<file path="src/rtl/cart_pkg.sv">
// Shared constants and helpers for the cartridge bank-switching mapper.
package cart_pkg;

    // Raw scheme_i encodings as driven by the loader.
    localparam logic [2:0] SCHEME_4K = 3'd0;
    localparam logic [2:0] SCHEME_F8 = 3'd1;
    localparam logic [2:0] SCHEME_F6 = 3'd2;
    localparam logic [2:0] SCHEME_F4 = 3'd3;
    localparam logic [2:0] SCHEME_E0 = 3'd4;
    localparam logic [2:0] SCHEME_3F = 3'd5;

    // Decoded scheme; unused encodings fold onto plain 4K.
    typedef enum logic [2:0] {
        MAP_4K,
        MAP_F8,
        MAP_F6,
        MAP_F4,
        MAP_E0,
        MAP_3F
    } map_e;

    // First hotspot address of each scheme.
    localparam logic [12:0] HS_F8_BASE = 13'h1FF8;
    localparam logic [12:0] HS_F6_BASE = 13'h1FF6;
    localparam logic [12:0] HS_F4_BASE = 13'h1FF4;
    localparam logic [12:0] HS_E0_BASE = 13'h1FE0;

    // Number of hotspots per scheme (E0 covers three 8-address slices).
    localparam logic [12:0] HS_F8_CNT = 13'd2;
    localparam logic [12:0] HS_F6_CNT = 13'd4;
    localparam logic [12:0] HS_F4_CNT = 13'd8;
    localparam logic [12:0] HS_E0_CNT = 13'd24;

    // Superchip windows: A12..A7 select the 128-byte write or read page.
    localparam logic [5:0] SC_WR_PAGE = 6'b100000;   // $1000-$107F
    localparam logic [5:0] SC_RD_PAGE = 6'b100001;   // $1080-$10FF

    // Reset bank state. The F-scheme bank register resets to all ones so
    // that, once masked to the active scheme's width, it always points at
    // the last bank (F8 -> 1, F6 -> 3, F4 -> 7).
    localparam logic [2:0] RST_BANK    = 3'd7;
    localparam logic [2:0] RST_SLICE0  = 3'd4;
    localparam logic [2:0] RST_SLICE1  = 3'd5;
    localparam logic [2:0] RST_SLICE2  = 3'd6;
    localparam logic [3:0] RST_BANK3F  = 4'd0;
    localparam logic [2:0] E0_FIXED_SLICE3 = 3'd7;

    function automatic map_e decode_scheme(input logic [2:0] s);
        map_e m;
        case (s)
            SCHEME_F8: m = MAP_F8;
            SCHEME_F6: m = MAP_F6;
            SCHEME_F4: m = MAP_F4;
            SCHEME_E0: m = MAP_E0;
            SCHEME_3F: m = MAP_3F;
            default:   m = MAP_4K;
        endcase
        return m;
    endfunction

endpackage

</file>
<file path="src/rtl/cart_sc_ram.sv">
// Superchip RAM: single-port 8-bit synchronous RAM with a registered read.
module cart_sc_ram
    import cart_pkg::*;
#(
    parameter int DEPTH = 128,
    parameter int AW    = $clog2(DEPTH)
) (
    input  logic          clk_i,
    input  logic          rst_i,
    input  logic          clr_i,
    input  logic [AW-1:0] adr_i,
    input  logic          we_i,
    input  logic [7:0]    dat_i,
    input  logic          re_i,
    output logic [7:0]    dat_o
);

    logic [7:0] r_mem [DEPTH];
    logic [7:0] r_dat;

    // Memory array has no reset so contents survive reset and cart reloads.
    always_ff @(posedge clk_i) begin
        if (we_i) begin
            r_mem[adr_i] <= dat_i;
        end
    end

    // Read data register; cleared on reset/reload, otherwise follows reads.
    always_ff @(posedge clk_i or posedge rst_i) begin
        if (rst_i) begin
            r_dat <= 8'h00;
        end else if (clr_i) begin
            r_dat <= 8'h00;
        end else if (re_i) begin
            r_dat <= r_mem[adr_i];
        end
    end

    assign dat_o = r_dat;

endmodule

</file>
<file path="src/rtl/cart_mapper.sv">
// Cartridge bank-switching mapper: 6507 address -> cartridge ROM address,
// bank state updated only on strobed CPU bus cycles, optional Superchip RAM.
module cart_mapper
    import cart_pkg::*;
#(
    parameter int ROM_AW   = 15,
    parameter int SC_DEPTH = 128
) (
    input  logic              clk_i,
    input  logic              rst_i,
    input  logic              cpu_ena_i,
    input  logic [12:0]       adr_i,
    input  logic              we_i,
    input  logic [7:0]        dat_i,
    input  logic [2:0]        scheme_i,
    input  logic              sc_en_i,
    input  logic              cart_load_i,
    output logic [ROM_AW-1:0] rom_adr_o,
    output logic              sc_sel_o,
    output logic [7:0]        sc_dat_o,
    output logic [2:0]        bank_o
);

    localparam int SC_AW = $clog2(SC_DEPTH);

    map_e        w_map;
    logic        w_f_scheme;
    logic        w_sc_wr;
    logic        w_sc_rd;
    logic [12:0] w_off_f8;
    logic [12:0] w_off_f6;
    logic [12:0] w_off_f4;
    logic [12:0] w_off_e0;
    logic        w_hs_hit;
    logic [2:0]  w_hs_bank;
    logic        w_hs_e0;
    logic        w_hs_3f;
    logic [2:0]  w_bank_eff;
    logic [2:0]  w_e0_bank;
    logic [14:0] w_rom_full;

    logic [2:0]  r_bank;
    logic [2:0]  r_slice0;
    logic [2:0]  r_slice1;
    logic [2:0]  r_slice2;
    logic [3:0]  r_bank3f;

    assign w_map      = decode_scheme(scheme_i);
    assign w_f_scheme = (w_map == MAP_F8) || (w_map == MAP_F6) || (w_map == MAP_F4);

    // Superchip only exists on F-schemes; write page is write-only, read page read-only.
    assign w_sc_wr  = sc_en_i && w_f_scheme && cpu_ena_i && we_i
                      && (adr_i[12:7] == SC_WR_PAGE);
    assign w_sc_rd  = sc_en_i && w_f_scheme && !we_i
                      && (adr_i[12:7] == SC_RD_PAGE);
    assign sc_sel_o = w_sc_rd;

    // Offsets from each hotspot base; addresses below a base wrap to large
    // values, so a single "less than count" test bounds both ends.
    assign w_off_f8 = adr_i - HS_F8_BASE;
    assign w_off_f6 = adr_i - HS_F6_BASE;
    assign w_off_f4 = adr_i - HS_F4_BASE;
    assign w_off_e0 = adr_i - HS_E0_BASE;

    // Hotspot decode for the active scheme: hit flag and the bank it selects.
    always_comb begin
        w_hs_hit  = 1'b0;
        w_hs_bank = 3'd0;
        w_hs_e0   = 1'b0;
        w_hs_3f   = 1'b0;
        case (w_map)
            MAP_F8: begin
                w_hs_hit  = (w_off_f8 < HS_F8_CNT);
                w_hs_bank = w_off_f8[2:0];
            end
            MAP_F6: begin
                w_hs_hit  = (w_off_f6 < HS_F6_CNT);
                w_hs_bank = w_off_f6[2:0];
            end
            MAP_F4: begin
                w_hs_hit  = (w_off_f4 < HS_F4_CNT);
                w_hs_bank = w_off_f4[2:0];
            end
            MAP_E0: begin
                w_hs_e0   = (w_off_e0 < HS_E0_CNT);
                w_hs_bank = adr_i[2:0];
            end
            MAP_3F: begin
                // TIA-range write ($00-$3F) latches the bank; TIA still sees it.
                w_hs_3f   = we_i && (adr_i[12:6] == 7'd0);
            end
            default: begin
                w_hs_hit  = 1'b0;
            end
        endcase
    end

    // Bank state: only strobed bus cycles touch it; reload restores defaults.
    always_ff @(posedge clk_i or posedge rst_i) begin
        if (rst_i) begin
            r_bank   <= RST_BANK;
            r_slice0 <= RST_SLICE0;
            r_slice1 <= RST_SLICE1;
            r_slice2 <= RST_SLICE2;
            r_bank3f <= RST_BANK3F;
        end else if (cart_load_i) begin
            r_bank   <= RST_BANK;
            r_slice0 <= RST_SLICE0;
            r_slice1 <= RST_SLICE1;
            r_slice2 <= RST_SLICE2;
            r_bank3f <= RST_BANK3F;
        end else if (cpu_ena_i) begin
            if (w_hs_hit) begin
                r_bank <= w_hs_bank;
            end
            if (w_hs_e0) begin
                case (w_off_e0[4:3])
                    2'd0:    r_slice0 <= w_hs_bank;
                    2'd1:    r_slice1 <= w_hs_bank;
                    default: r_slice2 <= w_hs_bank;
                endcase
            end
            if (w_hs_3f) begin
                r_bank3f <= dat_i[3:0];
            end
        end
    end

    // F-scheme bank masked to the active scheme's bank count.
    always_comb begin
        case (w_map)
            MAP_F8:  w_bank_eff = {2'b00, r_bank[0]};
            MAP_F6:  w_bank_eff = {1'b0, r_bank[1:0]};
            MAP_F4:  w_bank_eff = r_bank;
            default: w_bank_eff = 3'd0;
        endcase
    end

    // E0 1 KB slice bank for the current address; slice 3 is hardwired.
    always_comb begin
        case (adr_i[11:10])
            2'd0:    w_e0_bank = r_slice0;
            2'd1:    w_e0_bank = r_slice1;
            2'd2:    w_e0_bank = r_slice2;
            default: w_e0_bank = E0_FIXED_SLICE3;
        endcase
    end

    // ROM address translation and diagnostic bank output.
    always_comb begin
        w_rom_full = {3'b000, adr_i[11:0]};
        bank_o     = 3'd0;
        case (w_map)
            MAP_F8, MAP_F6, MAP_F4: begin
                w_rom_full = {w_bank_eff, adr_i[11:0]};
                bank_o     = w_bank_eff;
            end
            MAP_E0: begin
                w_rom_full = {2'b00, w_e0_bank, adr_i[9:0]};
                bank_o     = r_slice0;
            end
            MAP_3F: begin
                w_rom_full = adr_i[11] ? {4'hF, adr_i[10:0]} : {r_bank3f, adr_i[10:0]};
                bank_o     = r_bank3f[2:0];
            end
            default: begin
                w_rom_full = {3'b000, adr_i[11:0]};
                bank_o     = 3'd0;
            end
        endcase
    end

    assign rom_adr_o = w_rom_full[ROM_AW-1:0];

    cart_sc_ram #(
        .DEPTH (SC_DEPTH),
        .AW    (SC_AW)
    ) u_sc_ram (
        .clk_i (clk_i),
        .rst_i (rst_i),
        .clr_i (cart_load_i),
        .adr_i (adr_i[SC_AW-1:0]),
        .we_i  (w_sc_wr),
        .dat_i (dat_i),
        .re_i  (w_sc_rd),
        .dat_o (sc_dat_o)
    );

endmodule

</file>
<file path="config.mk">
export PLATFORM = sky130hd
export DESIGN_NAME = cart_mapper
export DESIGN_NICKNAME = d
export VERILOG_FILES = /design/src/rtl/cart_pkg.sv /design/src/rtl/cart_sc_ram.sv /design/src/rtl/cart_mapper.sv
export SDC_FILE = /design/constraint.sdc
export NUM_CORES = 1
export LEC_CHECK = 0
export CAP_MARGIN = 40
export CORE_UTILIZATION = 30
export CTS_BUF_LIST = sky130_fd_sc_hd__clkbuf_2
export DETAILED_ROUTE_END_ITERATION = 10
export HOLD_SLACK_MARGIN = 0.05
export PLACE_DENSITY = 0.49
export SLEW_MARGIN = 15
export SYNTH_ARGS = -nofsm -noshare
export SYNTH_HDL_FRONTEND = slang
export SYNTH_HIERARCHICAL = 1
export SYNTH_SLANG_ARGS = --single-unit
</file>
<file path="constraint.sdc">
create_clock -name clk_i -period 2.27 [get_ports clk_i]
set_clock_uncertainty 0.1 [all_clocks]
set_input_delay 0.454 -clock clk_i [delete_from_list [all_inputs] [get_ports clk_i]]
set_output_delay 0.454 -clock clk_i [all_outputs]
set_load 0.02 [all_outputs]
</file>
# --- Word-level counts from Yosys, hierarchy flattened ---
# Memory sizes are Yosys's and may differ from the RTL's.
# Index checks and enable logic that the tools add are counted.
word_totals:
  register_bits: 24
  ram_bits: 1024
  input_bits: 30
  output_inout_bits: 27
  elab_cells: 90
  n_memories: 1
classes:
  n_addsub: 4
  order_cmp: 4
  n_eq_ne: 16
  muxes: 32
  reduce_logical: 27
memory_table:
  columns: ["memory", "depth", "word_bits", "rd", "rd_ports_with_merged_regs", "wr", "line", "rtl"]
  rows:
  - ["u_sc_ram.r_mem", 128, 8, 1, 0, 1, "cart_sc_ram.sv:18", "logic [7:0] r_mem [DEPTH];"]
ops:
  columns: ["operator", "n"]
  rows:
  - ["13-bit subtractor, second input constant", 4]
  - ["3-bit two-way mux", 15]
  - ["15-bit case mux with 3 select lines", 1]
  - ["3-bit case mux with 3 select lines", 3]
  - ["8-bit two-way mux", 2]
  - ["15-bit two-way mux", 1]
  - ["3-bit case mux with 5 select lines", 1]
  - ["2-bit nonzero test", 7]
  - ["13-bit by 2-bit less-than comparator with 1-bit output, second input constant", 1]
  - ["13-bit by 3-bit less-than comparator with 1-bit output, second input constant", 1]
  - ["13-bit by 4-bit less-than comparator with 1-bit output, second input constant", 1]
  - ["13-bit by 5-bit less-than comparator with 1-bit output, second input constant", 1]
  - ["3-bit by 2-bit == test with 1-bit output, second input constant", 4]
  - ["3-bit == test, second input constant", 4]
  - ["6-bit == test, second input constant", 2]
  - ["4-bit two-way mux", 3]
  - ["3-bit case mux with 4 select lines", 1]
  - ["3-bit AND reduction", 3]
  - ["1-bit logical AND", 7]
  - ["7-bit logical NOT", 1]
  - ["3-bit by 1-bit == test with 1-bit output, second input constant", 2]
  - ["2-bit by 1-bit == test with 1-bit output, second input constant", 2]
  - ["2-bit logical NOT", 2]
  - ["1-bit two-way mux", 4]
  - ["other kinds (8)", 10]

# --- Longest topological paths before layout ---
# Gate-level depths: netlist of the first run.
depth:
  depth_word: 11
  depth_mapped: 12

# --- By module ---
# Netlist of the first run, hierarchy kept.
by_module_without_submodules:
  columns: ["mod", "instances", "cells_per_inst", "area_per_inst_um2", "seq_area_each_um2"]
  rows:
  - ["cart_sc_ram", 1, 2414, 40610.2, 30949.7]
  - ["cart_mapper", 1, 214, 1706.6, 410.4]

# --- Least setup slack after synthesis of the first run ---
# Ideal clock, no wire load.
synth_path:
  kind: "input to register"
  startpoint: "input port scheme_i[0]"
  endpoint: "register u_sc_ram.r_dat[6], in the netlist u_sc_ram/dat_o[6]"
  setup_ps: 135
  t_arrival_ps: 2898
  required_time_ps: 2035
  setup_slack_ps: -863
  path_stages: 10
  path_buffers: 1
  cell_sequence: "clkbuf_1 > nor2_1 > nor2_1 > nand4_1 > nor4b_1 > inv_1 > a31oi_1 > nand4_1 > a311oi_1 > a211oi_1"
synth_between:
  elab_chain_cells: 9
synth_lines:
  columns: ["item", "line", "rtl"]
  rows:
  - ["start, declared", "cart_mapper.sv:15", "input logic [2:0] scheme_i,"]
  - ["3-bit == test, or another cell as far along", "cart_pkg.sv:50", "case (s)"]
  - ["3-bit case mux with 5 select lines (*)", "cart_pkg.sv:50", null]
  - ["3-bit by 1-bit == test with 1-bit output or 3-bit by 2-bit == test with 1-bit output (tied branches)", "cart_mapper.sv:49", "assign w_f_scheme = (w_map == MAP_F8) || (w_map == MAP_F6) || (w_map == MAP_F4);"]
  - ["1-bit logical OR", "cart_mapper.sv:49", null]
  - ["1-bit logical OR (*)", "cart_mapper.sv:49", null]
  - ["1-bit logical AND (*) (2 in series)", "cart_mapper.sv:54", "assign w_sc_rd = sc_en_i && w_f_scheme && !we_i"]
  - ["1-bit logical AND (*)", "cart_mapper.sv:55", "&& (adr_i[12:7] == SC_RD_PAGE);"]
  - ["net sc_sel_o", "cart_mapper.sv:19", "output logic sc_sel_o,"]
  - ["2-bit nonzero test (no source line) (*)", null, null]
  - ["end signal, assigned", "cart_sc_ram.sv:35", "r_dat <= r_mem[adr_i];"]
  - ["end, declared", "cart_sc_ram.sv:19", "logic [7:0] r_dat;"]
# The timed path passes the listed nets; every way through them passes the cells marked *.
# A chain may end at the register's enable or synchronous reset.

# --- Final worst setup path of the first run ---
layout_path:
  startpoint: "register r_slice1[0]"
  endpoint: "output port rom_adr_o[10]"
layout_between:
  elab_chain_cells: 2
layout_lines:
  columns: ["item", "line", "rtl"]
  rows:
  - ["start, declared", "cart_mapper.sv:44", "logic [2:0] r_slice1;"]
  - ["start signal, assigned", "cart_mapper.sv:119", "2'd1: r_slice1 <= w_hs_bank;"]
  - ["3-bit case mux with 3 select lines", "cart_mapper.sv:141", "case (adr_i[11:10])"]
  - ["15-bit case mux with 3 select lines", "cart_mapper.sv:153", "case (w_map)"]
  - ["end, declared", "cart_mapper.sv:18", "output logic [ROM_AW-1:0] rom_adr_o,"]
# Every way passes these cells.

==> impl_metrics.yaml, run 1 <==
sta:
  whs_ps: 153
  setup_ws_ps: -792
  relSlewSlack: 0.269
  layout_min_cycle_time_ps: 3060
  rsz0062_at_grt: "true"
  finalHoldViolCount: 0
  slew_violations: 0
  setup_viol: 33
  finalCritPeriodShare: 1.35
  worst_slew_pin_slew_ps: 1100
  fmax_ghz: 0.327
layout:
  design_area_um2: 55200
  drive_gt1_frac: 0.388
  fin_cells: 5519
  nNetsFinal: 3499
  final_core_util: 0.395
  fill_cells: 13000
  syn_to_final_growth_pct: 30.4
placed_design:
  port_buffers: 56
  post_dp_cell_area_um2: 51700
  gp_congestion: 0.941
  hpwl_um: 102000
  dp.cells: 4963
  place_ws_ps: -1010
floorplanning:
  die-area_um2: 143000
  ios: 57
  rows: 137
  start_util: 0.303
  core_um2: 140000
  die_x_um: 378
  die_y_um: 378
power:
  p_int_uw: 27800
  pwr-share-comb: 0.096
  leakagePower_uw: 0.0189
  swShare: 0.265
  seqPwrFrac: 0.560
  powerDensity_nw_per_um2: 685
  ir_drop_mv: 0.335
  p_switching_uw: 10000
  clockPowerShare: 0.344
route:
  vias_per_cell: 5.38
  drt_wl_total_um: 153000
  drt_iter0_drc: 3311
  wire_per_inst_um: 27.6
  ant_nets: 0
  vias: 29700
  drcViolationCount: 0
  drtPass1Iterations: 6
synthesis:
  netlist_area_um2: 42300
  synth-seq-area-share: 0.741
  dominantRegCellSynth: "edfxtp_1"
  syn_avg_cell_area_um2: 16.1
  syn_inst: 2628
  ys_ff_latch: 1048
  syn-num-nets: 2662
  synth_edf_count: 1024
  yosys_warnings: 6
  synthArstFlopShare: 0.0229
  synth_cell_types: 89
critical_path:
  worstSetupStartpointType: "flip-flop"
  cp_max_fo: 2
  end_kind: "output pin"
  critPathKind: "reg2out"
  arrival_ps: 2510
  crit_required_ps: 1720
  rr_worst_depth: 8
clock_tree:
  cts_tree: "yes"
  cts.sinks: 1048
  htreeDepth: 5
  cts_made_buffers: 292
  clock_path_buffers: 4
  clk_root_buffer_cell: "clkbuf_2"
  clk_latency_ps: 1630
  clk_pin_slew_worst_paths_ps: 100
grt:
  grt_pass1_vias: 29800
  grt_overflow: 0
  grt_max_degree: 96
  grt_pass1_wl_um: 216000
  track_usage: 0.212
  antenna_found_initial: 4
min_path:
  whs_path_depth: 10
  hold_class: "in2reg"
flow_run:
  drv_cap: 0
run_status:
  status: "complete, but fails checks"
  violations: "setup timing"
power groups by stage:
stage	sequential (uW)	clock [uW]	combinational (uW)
2_1_floorplan	21600	0	1400
3_3_place_gp	21600	0	3400
3_5_place_dp	21600	0	3410
4_1_cts	21200	13400	3550
5_1_grt	21200	14300	3770
6_report	21200	13000	3620
layer usage:
layer / track usage / routed length, um / vias up
li1: - / - / 12500
met1: 0.287 / 64800 / 15400
met2: 0.337 / 71100 / 1493
met3: 0.0423 / 11800 / 304
met4: 0.0736 / 4880 / 2
met5: 0 / 13 / -
area by class of cell:
type                    count  area, um2  share of cell area
clock buffers             395       1980              0.0358
flip-flops and latches   1048      31400               0.568
multi-input cells        1354      10900               0.197
diodes                      6       15.0            0.000272
clock inverters            71        405             0.00735
repair buffers            753       8120               0.147
well taps                1876       2350              0.0425
inverters                  16       62.6             0.00113
stage by stage:
step,total power [uW],TNS [ps]
floorplan,23000,-71130
global placement,25000,-807220
detailed placement,25000,-677750
CTS,38200,-22500
global route,39300,-14110
finish,37800,-11760
sequential cells by signal (all words and copies together) (netlist names):
register        count
r_bank              3
r_bank3f            4
r_slice0            3
r_slice1            3
r_slice2            3
u_sc_ram/dat_o      8
u_sc_ram/r_mem   1024
cells in the mapped netlist (5+ instances only):
| library cell | n | share of area |
|---|---|---|
| inv_1 | 14 | 0.0012 |
| clkbuf_1 | 50 | 0.0044 |
| o211ai_1 | 14 | 0.0025 |
| o221ai_1 | 24 | 0.0050 |
| dfstp_2 | 8 | 0.0050 |
| a41oi_1 | 5 | 0.0010 |
| buf_4 | 38 | 0.0067 |
| nor2b_1 | 29 | 0.0043 |
| edfxtp_1 | 1024 | 0.73 |
| a21oi_1 | 125 | 0.015 |
| nor2_1 | 242 | 0.021 |
| o31ai_1 | 8 | 0.0014 |
| mux4_2 | 32 | 0.017 |
| nand2b_1 | 10 | 0.0015 |
| a221o_1 | 8 | 0.0019 |
| o21ai_0 | 82 | 0.0097 |
| nand2_1 | 95 | 0.0084 |
| a211oi_1 | 10 | 0.0018 |
| a311oi_1 | 7 | 0.0014 |
| o22a_1 | 10 | 0.0021 |
| dfrtp_1 | 16 | 0.0095 |
| a222oi_1 | 6 | 0.0014 |
| buf_6 | 14 | 0.0037 |
| o2bb2ai_1 | 5 | 0.0010 |
| buf_2 | 86 | 0.010 |
| a31oi_1 | 8 | 0.0012 |
| o22ai_1 | 20 | 0.0030 |
| nand4_1 | 7 | 0.0010 |
| buf_1 | 16 | 0.0014 |
| a22oi_1 | 65 | 0.012 |
| a221oi_1 | 223 | 0.046 |
| mux2i_1 | 86 | 0.020 |
| nand3_1 | 29 | 0.0034 |
| a211o_1 | 9 | 0.0019 |
| nor4_1 | 9 | 0.0013 |
| nor3_1 | 21 | 0.0025 |
| mux2_2 | 72 | 0.019 |
cell families after synthesis:
kind of cell / synth area share
buffers and inverters: 0.0302
XOR/XNOR: 0.000828
adder cells (fa/ha/maj): 0.00118
multiplexers: 0.0572
AO/OA/AOI/OAI: 0.119
AND/OR/NAND/NOR: 0.0503
flip-flops: 0.741
critical path, stage by stage (launching register included):
cell,delay (ps)
dfstp_2,540
nor2_1,40
a21oi_1,140
o22a_1,180
buf_6,120
repair_timing:
item                                     CTS  global route
endpoints found under the setup margin    27            52
hold buffers                              70            13
endpoints found under the hold margin   2096           492
setup buffers                              7             2
pin swaps                                 13            20
resized for setup                        134            42
cell usage in the layout, fill, tap and decap left out, types with 72 or more instances in the layout:
cell	count
clkbuf_2	397
nand2_1	83
edfxtp_1	1024
buf_12	172
nor2_1	127
a21oi_1	124
mux2i_1	86
nor2_4	86
a221oi_1	205
buf_4	466
mux2_2	72
o21ai_0	75
path summary, 6_finish.rpt:
kind,from,endpoint,slack (ps)
max,r_slice1[0]$_DFFE_PP1P_,rom_adr_o[10],-790
min,adr_i[0],u_sc_ram/dat_o[5]$_DFFE_PP0P_,150
max reg2reg,u_sc_ram/r_mem[20][0]$_DFFE_PP_,u_sc_ram/dat_o[0]$_DFFE_PP0P_,-80
min reg2reg,r_slice1[1]$_DFFE_PP0P_,r_slice1[1]$_DFFE_PP0P_,450
max in group asynchronous,rst_i,r_slice1[1]$_DFFE_PP0P_,1190
min in group asynchronous,rst_i,u_sc_ram/dat_o[4]$_DFFE_PP0P_,380
No activity file was read; power rests on OpenSTA's default activity.
==> run 2: changes to the inputs <==
CTS_BUF_LIST = sky130_fd_sc_hd__clkbuf_16   (was sky130_fd_sc_hd__clkbuf_2)
==> run 2 against run 1 <==
Against the previous run: the flow still finishes with violations (setup timing); sequential power about the same; register-to-register slack about the same; core utilization grew 0.55 points; worst setup slack improved by 710 ps; die area unchanged; fmax up 30%; combinational power down 2%; count of clock-buffer cells in the layout shrank 279; critical path depth increased by 4; critical path type is now reg2reg; largest cell class unchanged.
==> impl_metrics.yaml, run 2 (synthesized netlist as in run 1, its figures left out) <==
layout:
  layout_common_cells: "edfxtp_1, buf_4, a221oi_1"
  final_common_cell: "edfxtp_1"
  largest-register: "u_sc_ram/r_mem"
  largest_register_ffs: 1024
  syn_to_final_growth_pct: 32.2
  nNetsFinal: 3259
  drive_gt1_frac: 0.352
sta:
  tns_ps: -82.9
  setup_viol: 1
  slew_violations: 0
  worst_slew_pin_slew_ps: 641
  fmax_ghz: 0.425
  finalCritPeriodShare: 1.04
  finalHoldViolCount: 0
  setup_ws_ps: -82.9
  relSlewSlack: 0.572
  whs_ps: 97.2
  layout_min_cycle_time_ps: 2350
  rsz0062_at_grt: "true"
critical_path:
  crit_start: "u_sc_ram/r_mem[110][0]$_DFFE_PP_"
  r2r_end: "u_sc_ram/dat_o[0]$_DFFE_PP0P_"
  end_kind: "flip-flop"
  arrival_ps: 2840
  rrSetupSlack_ps: -80
  endpoint: "u_sc_ram/dat_o[0]$_DFFE_PP0P_"
  crit_required_ps: 2760
  rr_worst_depth: 8
  worstSetupStartpointType: "flip-flop"
  cp_max_fo: 1
  critPathKind: "reg2reg"
  r2r-start: "u_sc_ram/r_mem[110][0]$_DFFE_PP_"
floorplanning:
  die-area_um2: 143000
  core_um2: 140000
  rows: 137
  die_x_um: 378
  ios: 57
  start_util: 0.303
  die_y_um: 378
route:
  drt_iter0_drc: 3104
  drtPass1Iterations: 5
  vias_per_cell: 5.43
  wire_per_inst_um: 28.6
  ant_nets: 0
  vias: 28200
  drt_wl_total_um: 148000
  drcViolationCount: 0
power:
  clockPowerShare: 0.429
  p_switching_uw: 9800
  pwr-share-comb: 0.082
  powerDensity_nw_per_um2: 775
  seqPwrFrac: 0.489
  p_total_uw: 43400
  ir_drop_mv: 0.618
  swShare: 0.226
  leakagePower_uw: 0.0187
  p_int_uw: 33600
clock_tree:
  cts.sinks: 1048
  cts_made_buffers: 111
  clk_root_buffer_cell: "clkbuf_16"
  clk_pin_slew_worst_paths_ps: 60
  cts_tree: "yes"
  htreeDepth: 3
  clk_latency_ps: 720
  clock_path_buffers: 3
run_status:
  violations: "setup timing"
  status: "complete, but fails checks"
min_path:
  whs_path_depth: 1
  hold_class: "in2reg"
placed_design:
  hpwl_um: 102000
  gp_congestion: 0.941
  port_buffers: 56
grt:
  use_met1: 0.288
  use_met3: 0.0294
  grt_pass1_wl_um: 210000
  track_usage: 0.206
  antenna_found_initial: 5
  grt_max_degree: 96
  grt_overflow: 0
  grt_busiest_layer: "met2"
  grt_pass1_vias: 28200
  use_met2: 0.331
flow_run:
  drv_cap: 0
==> run 2: how the worst min path moves through the flow <==
| stage | from | endpoint | slack [ps] |
|---|---|---|---|
| after floorplan | rst_i | u_sc_ram/dat_o[0]$_DFFE_PP0P_ | 170 |
| after global placement | r_slice1[1]$_DFFE_PP0P_ | r_slice1[1]$_DFFE_PP0P_ | 410 |
| after detailed placement | r_slice2[0]$_DFFE_PP0P_ | r_slice2[0]$_DFFE_PP0P_ | 420 |
| after CTS | dat_i[5] | u_sc_ram/r_mem[35][5]$_DFFE_PP_ | 70 |
| after global routing | dat_i[5] | u_sc_ram/r_mem[38][5]$_DFFE_PP_ | 90 |
| final | dat_i[5] | u_sc_ram/r_mem[37][5]$_DFFE_PP_ | 100 |
==> run 2: cell type report <==
cell class                 instances  area, um2
fill                           12700      83700
antenna                            1       2.50
inverter                          16       66.3
sequential                      1048      31400
clock inverter                    86        827
timing repair buffer             694       7500
multi-input combinational       1354      10900
clock buffer                     116       2900
tap                             1876       2350
==> run 2: metal layers <==
metal	share of wire	vias up
met4	0.028	0
met3	0.073	211
met1	0.43	14800
met5	0	-
met2	0.47	1298
li1	-	11900
==> run 2: power by group through the flow <==
stage          logic (uW)  clock network [uW]  registers (uW)
6_report             3550               18600           21200
5_1_grt              3690               19600           21200
4_1_cts              3490               18900           21200
3_5_place_dp         3410                   0           21600
3_3_place_gp         3400                   0           21600
2_1_floorplan        1400                   0           21600
==> run 2: worst max-delay path, stage by stage, from the launching register on <==
cell and delay, ps:
edfxtp_1 370, mux2_4 280, a222oi_1 440, a21oi_2 140, o221ai_2 230, buf_4 180, o311a_4 210, a311o_1 170
a311oi_2 120
==> run 2: through the flow <==
stage / std cells / setup slack, ps / utilization / instance area [um2]
CTS: 5191 / -123 / 0.399 / 55800
global route: 5190 / -114 / 0.401 / 56000
global placement: 4963 / -1040 / 0.370 / 51700
finish: 5191 / -82.9 / 0.401 / 56000
detailed placement: 4963 / -1010 / 0.370 / 51700
floorplan: 2628 / -180 / - / 43500
==> run 2: timing repair <==
item                       CTS  global route
setup endpoints to repair   50           460
pin swaps                   16            23
gates resized for setup    100            50
buffers inserted            21             1
gates cloned                 1             0
hold buffers                 4             0
hold endpoints to repair    31             0
